===== src/rtl/sram_fifo_ctrl.sv =====
// FIFO controller over an external 1W/1R SRAM with 1-cycle read latency; a skid
// register keeps out_data steady under backpressure. Define SRAM_FIFO_LEVEL_EN to expose level/almost_full.
module sram_fifo_ctrl #(
  parameter int unsigned RAM_DATA_WIDTH = 272,
  parameter int unsigned RAM_ADDR_WIDTH = 8,
  parameter int unsigned RAM_DEPTH      = 256
) (
  input  logic                      clk,
  input  logic                      rst,
  input  logic                      in_valid,
  output logic                      in_ready,
  input  logic [RAM_DATA_WIDTH-1:0] in_data,
  output logic                      out_valid,
  input  logic                      out_ready,
  output logic [RAM_DATA_WIDTH-1:0] out_data,
  output logic                      sram_wr_en,
  output logic                      sram_port_en_1,
  output logic [RAM_ADDR_WIDTH-1:0] sram_addr_in_1,
  output logic [RAM_DATA_WIDTH-1:0] sram_data_in,
  output logic                      sram_rd_en,
  output logic                      sram_port_en_0,
  output logic [RAM_ADDR_WIDTH-1:0] sram_addr_in_0,
  input  logic [RAM_DATA_WIDTH-1:0] sram_data_out_0
`ifdef SRAM_FIFO_LEVEL_EN
  ,
  output logic [RAM_ADDR_WIDTH:0]   level,
  output logic                      almost_full
`endif
);

  localparam int unsigned CNT_W = RAM_ADDR_WIDTH + 1;
  localparam logic [CNT_W-1:0] FULL_CNT = CNT_W'(RAM_DEPTH);
  localparam logic [CNT_W-1:0] AF_CNT   = CNT_W'(RAM_DEPTH - 4);

  logic [RAM_ADDR_WIDTH-1:0] wr_ptr;
  logic [RAM_ADDR_WIDTH-1:0] rd_ptr;
  logic [CNT_W-1:0]          count;
  logic                      rd_pending;
  logic [RAM_DATA_WIDTH-1:0] hold_q;
  logic                      push;
  logic                      rd_issue;

  // Handshake decode; reset masks every strobe so the SRAM sees no enables.
  always_comb begin
    in_ready = 1'b0;
    push     = 1'b0;
    rd_issue = 1'b0;
    if (!rst) begin
      in_ready = (count != FULL_CNT);
      push     = in_valid && in_ready;
      // Reads only come from words already counted, so a same-cycle push never falls through.
      rd_issue = (count != '0) && (!out_valid || out_ready);
    end
  end

  assign sram_wr_en     = push;
  assign sram_port_en_1 = push;
  assign sram_addr_in_1 = wr_ptr;
  assign sram_data_in   = in_data;

  assign sram_rd_en     = rd_issue;
  assign sram_port_en_0 = rd_issue;
  assign sram_addr_in_0 = rd_ptr;

  // Fresh SRAM data goes straight out; a stalled word is replayed from hold_q.
  assign out_data = rd_pending ? sram_data_out_0 : hold_q;

  always_ff @(posedge clk) begin
    if (rst) begin
      wr_ptr     <= '0;
      rd_ptr     <= '0;
      count      <= '0;
      rd_pending <= 1'b0;
      out_valid  <= 1'b0;
      hold_q     <= '0;
    end else begin
      if (push)     wr_ptr <= wr_ptr + RAM_ADDR_WIDTH'(1);
      if (rd_issue) rd_ptr <= rd_ptr + RAM_ADDR_WIDTH'(1);
      if (push && !rd_issue)      count <= count + CNT_W'(1);
      else if (!push && rd_issue) count <= count - CNT_W'(1);
      rd_pending <= rd_issue;
      out_valid  <= rd_issue || (out_valid && !out_ready);
      if (rd_pending) hold_q <= sram_data_out_0;
    end
  end

`ifdef SRAM_FIFO_LEVEL_EN
  assign level       = rst ? '0 : count;
  assign almost_full = !rst && (count >= AF_CNT);
`endif

endmodule


===== config.mk =====
export PLATFORM = sky130hd
export DESIGN_NAME = sram_fifo_ctrl
export DESIGN_NICKNAME = d
export VERILOG_FILES = /design/src/rtl/sram_fifo_ctrl.sv
export SDC_FILE = /design/constraint.sdc
export NUM_CORES = 1
export LEC_CHECK = 0
export CAP_MARGIN = 10
export CORE_AREA = 3 3 430 432
export DETAILED_ROUTE_END_ITERATION = 12
export DIE_AREA = 0 0 433 435
export SKIP_LAST_GASP = 1
export SLEW_MARGIN = 15
export SYNTH_ARGS = -nofsm -noshare
export SYNTH_HDL_FRONTEND = slang
export SYNTH_SLANG_ARGS = --single-unit

===== constraint.sdc =====
create_clock -name clk -period 4.85 [get_ports clk]
set_clock_uncertainty 0.2 [all_clocks]
set_input_delay 0.97 -clock clk [delete_from_list [all_inputs] [get_ports clk]]
set_output_delay 0.97 -clock clk [all_outputs]
set_load 0.1 [all_outputs]

Word level (Yosys, flattened, before mapping). Cells that the tools add are included.

Word-level logic and storage cells: 30. Input bits: 548. Register bits: 299. Output and inout bits: 566.

Multiplexer cells: 6. Add/sub/neg operators: 4. Eq/ne operators: 1. Reductions and logical operators: 13.

Operator list (number): 2-to-1 mux 272 bit (1); 2-to-1 mux 9 bit (2); adder 8 x 1 -> 8 bit (second input constant) (2); adder 9 x 1 -> 9 bit (second input constant) (1); != test 9 bit (second input constant) (1); nonzero test 9 bit (1); subtractor 9 x 1 -> 9 bit (second input constant) (1); logical AND 1 bit (5); zero test 1 bit (4); 2-to-1 mux 1 bit (3); logical OR 1 bit (2); nonzero test 2 bit (1).

Depth between registers and ports, before layout.
Depth after elaboration: 7. Mapped depth: 13. Depth with buffers taken out: 12.

Worst setup path before layout. OpenSTA, ideal clock, no wires.

Path kind: input to register. From: in rst. To: reg count[8]. Stages: 13. Slack: -0.391 ns. Data arrival time: 4.920 ns. Path buffers: 3. Data required time: 4.529 ns. Setup time: 0.121 ns. Cells stage by stage: clkbuf_1 -> clkbuf_1 -> clkbuf_1 -> nor2_1 -> inv_1 -> ha_1 -> inv_1 -> ha_1 -> a21o_1 -> a221oi_1 -> nor4_1 -> a211oi_1 -> mux2_2.

Longest elaborated chain between the ends: 4. Elaborated cells between the ends (all ways): 8. Classes of those cells: mux: 3; reduce/logical: 5.

RTL lines: from (decl) (line 9) `input logic rst,`; 2-to-1 mux 1 bit * (line 48) `if (!rst) begin`; net sram_port_en_0 (line 21) `output logic sram_port_en_0,`; zero test 1 bit (line 79) `if (push && !rd_issue) count <= count + CNT_W'(1);`; logical AND 1 bit (line 79); 2-to-1 mux 9 bit or nonzero test 2 bit (tied branches); to (signal assigned) (line 79); to (signal assigned) (line 80) `else if (!push && rd_issue) count <= count - CNT_W'(1);`; to (decl) (line 37) `logic [CNT_W-1:0] count;`.

Mark *: on every way through the listed nets, which the timed path passes. The rest lies on a longest branch. A chain may end at the register's enable or synchronous reset.

Worst setup path in the final report.
From: reg count[4]. To: reg count[8].

Longest elaborated chain between the ends: 6. Elaborated cells between the ends (all ways): 15. Classes of those cells: add/sub: 2; eq/ne: 1; mux: 4; reduce/logical: 8.

RTL lines: parallel branches: the longest is 6 deep, another holds subtractor 9 x 1 -> 9 bit.

Parallel ways; which one is timed is not known. The select of a mux whose other input is x is not followed.

==> summary.md <==
| Metric | Value |
|---|---|
| Tmin final | 3989 ps |
| Hold endpoint | sram_addr_in_0[1] |
| Total power | 17.61 mW |
| Antenna Nets Post-Route | 0 |
| Final slew viol count | 0 |
| Max Cap Viol | 0 |
| Commonest non-fill, non-tap cell in the layout | dfxtp_1 |
| Core Rows | 156 |
| Layout cells sized above 1 | 39.21% |
| RSZ-0062 raised after global routing | no |
| Root Driver | clkbuf_16 |
| Final setup fails | 0 |
| Clock Tree Buf Depth | 3 |
| Number of H-tree levels | 2 |
| Core box area | 180900 µm² |
| Die area | between 150000 and 200000 µm² |
| Post-synthesis sequential area ratio | a little over two fifths |
| Cell Chain, Critical Path | or4_4 > o31ai_4 > nor2_2 > inv_1 > ha_1 > inv_1 > ha_1 > a21o_1 > a221oi_1 > nor4_1 > a211oi_1 > mux2_2 |
| Final nets | around 2200 |
| Hold-fix buffers at CTS | 0 |
| Worst Hold Path Cells | 2 |
| Clock Latency Late Sink | approximately 600 ps |
| Max FO, Critical Path | 8 |
| Reg-to-reg critical path startpoint | count[4] |
| Final worst slack | about 860 ps |
| IO Port Bufs | between 500 and 600 |
| # IOs | 1114 |
| Peak VDD IR | about 0.37 mV |
| Cell Pwr Density | 826.4 nW/µm² |
| Internal power | 7.554 mW |
| Sw Ratio | 57.11% |
| DRT Pass-1 Iters | 4 |
| Starting Density | 7.759% |
| CTS sink cnt | 299 |
| CP max stage delay | a little under 600 ps |
| Asr flop ratio synth | 0% |
| DP HPWL | about 76000 µm |
| Final Hold Viols | 0 |
| Worst path slowest cell | or4_4 |
| Logic gate share of total power | between 60% and 70% |
| Vias in the first global route | 10500 |
| Die X | around 430 µm |
| Gr ovfl total | 0 |
| Synth Warn # | 0 |
| Worst Tran Pin Value | approximately 1200 ps |
| Status | complete, no violations |
| Critical Path Stages | 12 |
| Drt initial violations | between 600 and 700 |
| # Post-CTS Setup Buffers | 0 |
| DRC viols | 0 |
| Clk slew on worst S/H paths | roughly 60 ps |
| CP Launch Type | register |
| Crit path buffers/inverters | 2 |
| Cells resized by post-CTS repair | 0 |
| Kind of critical path | register to register |
| R2R Path End | count[8] |
| Part of the power in registers | between 15 and 20% |
| Synthesis-stage register bit count | approximately 300 |
| Fin crit share | 82.25% |
| Synth Flop Type | dfxtp_1 |
| Dpl ws | ~400 ps |
| R2R cell count | 12 |
| Reg2Reg Setup Slack | approximately 860 ps |
| Gp weighted congestion | 0.9086 |
| Cells after synthesis | between 1000 and 1500 |
| Largest net degree at the start of global routing | around 180 |
| Max frequency | ~250 MHz |
| Detailed Route WL | 90220 µm |
| Hold path startpoint | sram_addr_in_0[1] |
| Most frequent cells in the layout | dfxtp_1 (298), clkdlybuf4s50_1 (291), buf_4 (284) |
| Syn_nets | roughly 1900 |
| EDFF count, synth | 0 |
| Req. time, crit path | about 5200 ps |
| CTS tree | done |
| Clock power share | a little under a fifth |
| Sum Neg Setup Slack | 0 ps |
| Wire per inst | 22.38 µm |
| Vias | around 11000 |
| Syn Area/Cell | approximately 11 µm² |
| Post-synthesis cell type count | between 40 and 50 |
| Aggregate global-route resource usage | 9.152% |
| Worst min path class | register to register |
| Layout area overhead | 51.81% |
| Filler cell count | 20510 |
| WP data arrival | 4290 ps |
| Crit path capture type | register |
| Static Leakage | 8.058 nW |
| Vias per inst | about 2.7 |
| Cell Area, Synth | 14040 µm² |
| Initial antenna violation count | between 100 and 150 |
| CTS buffer count | 45 |
| Slew HR | 16.79% |
| NetSw | 10.06 mW |
| Vert. Die Dim | around 440 µm |
| CP delay by family, top | compound AO/OA/AOI/OAI gates |
| Global-route wire length before repair | 112100 µm |
how the worst max path moves through the flow:
stage,from,endpoint
floorplan,rst,count[8]
global placement,out_ready,count[8]
detailed placement,out_ready,count[8]
CTS,rd_pending,out_data[184]
global route,count[4],count[8]
finish,count[4],count[8]
worst reg2reg max path, delay by kind of cell, from the launching register on:
family	cells	cell delay, ps
AOI/OAI and AO/OA	4	1190
and+or+nand+nor	3	810
adders and majority gates	2	660
DFF	1	360
muxes	1	360
buffers and inverters	2	310
sequential cells by signal, indices dropped and copies added, names as in the netlist:
register and cells:
count 9, hold_q 272, out_valid 1, rd_pending 1, sram_addr_in_0 8, sram_addr_in_1 8
cell families after synthesis:
kind of cell	after synthesis	synth area share [%]
AOI/OAI and AO/OA	31	1.800
DFF	299	42.63
buffers and inverters	348	16.88
adders and majority gates	12	1.123
muxes	274	21.97
and+or+nand+nor	339	14.54
xor gates and xnor gates	17	1.060
through the flow:
step | std cells | instance area (µm²) | util (%) | hold WS (ps)
floorplan | 1320 | 14040 | - | 281.4
global placement | 3930 | 19810 | 10.95 | 291.8
detailed placement | 3930 | 19810 | 10.95 | 296.3
CTS | 4010 | 21260 | 11.75 | 307.6
global route | 4011 | 21260 | 11.75 | 332.6
finish | 4031 | 21310 | 11.78 | 307.6
power by group through the flow:
stage | clock, mW | sequential (mW) | combinational (mW)
2_1_floorplan | 0 | 3.19 | 9.62
3_3_place_gp | 0 | 3.20 | 11.3
3_5_place_dp | 0 | 3.22 | 11.4
4_1_cts | 3.45 | 3.17 | 11.4
5_1_grt | 3.52 | 3.21 | 11.6
6_report | 3.26 | 3.16 | 11.2
synthesized netlist by cell type (2+ instances only):
cell type	n	area share [%]
dfxtp_1	299	43
nor2b_1	275	12
buf_4	274	15
mux2_2	273	22
clkbuf_1	38	1.0
buf_2	28	1.0
nor2_1	23	0.61
nand2_1	15	0.40
ha_1	11	0.98
xor2_1	11	0.69
a21oi_1	9	0.32
inv_1	8	0.21
nand4_1	6	0.27
xnor2_1	6	0.37
o21ai_0	4	0.14
and3_1	3	0.13
nand2b_1	3	0.13
nor3_1	3	0.11
a21o_1	2	0.11
nor4_1	2	0.089
o21a_1	2	0.11
or3_1	2	0.089
or4_4	2	0.16
final cells by class:
| type | count | area, µm² | share of cell area, % |
|---|---|---|---|
| diodes | 21 | 52.55 | 0.2466 |
| clock buffers | 65 | 1333 | 6.252 |
| clock inverters | 15 | 117.6 | 0.5518 |
| inverters | 8 | 30.03 | 0.1409 |
| multi-input cells | 673 | 5687 | 26.68 |
| flip-flops and latches | 299 | 5989 | 28.10 |
| well taps | 2370 | 2965 | 13.91 |
| repair buffers | 580 | 5140 | 24.12 |
layer usage:
metal | share of wire [%] | up-vias | global-route usage [%] | wire length, µm
met5 | 0.53 | - | 0 | 481
met1 | 37 | 5097 | 10.21 | 33720
met4 | 4.1 | 70 | 3.882 | 3654
met2 | 41 | 737 | 13.16 | 37350
li1 | - | 4668 | - | -
met3 | 17 | 268 | 6.558 | 15010
No activity file was read; power rests on OpenSTA's default activity.
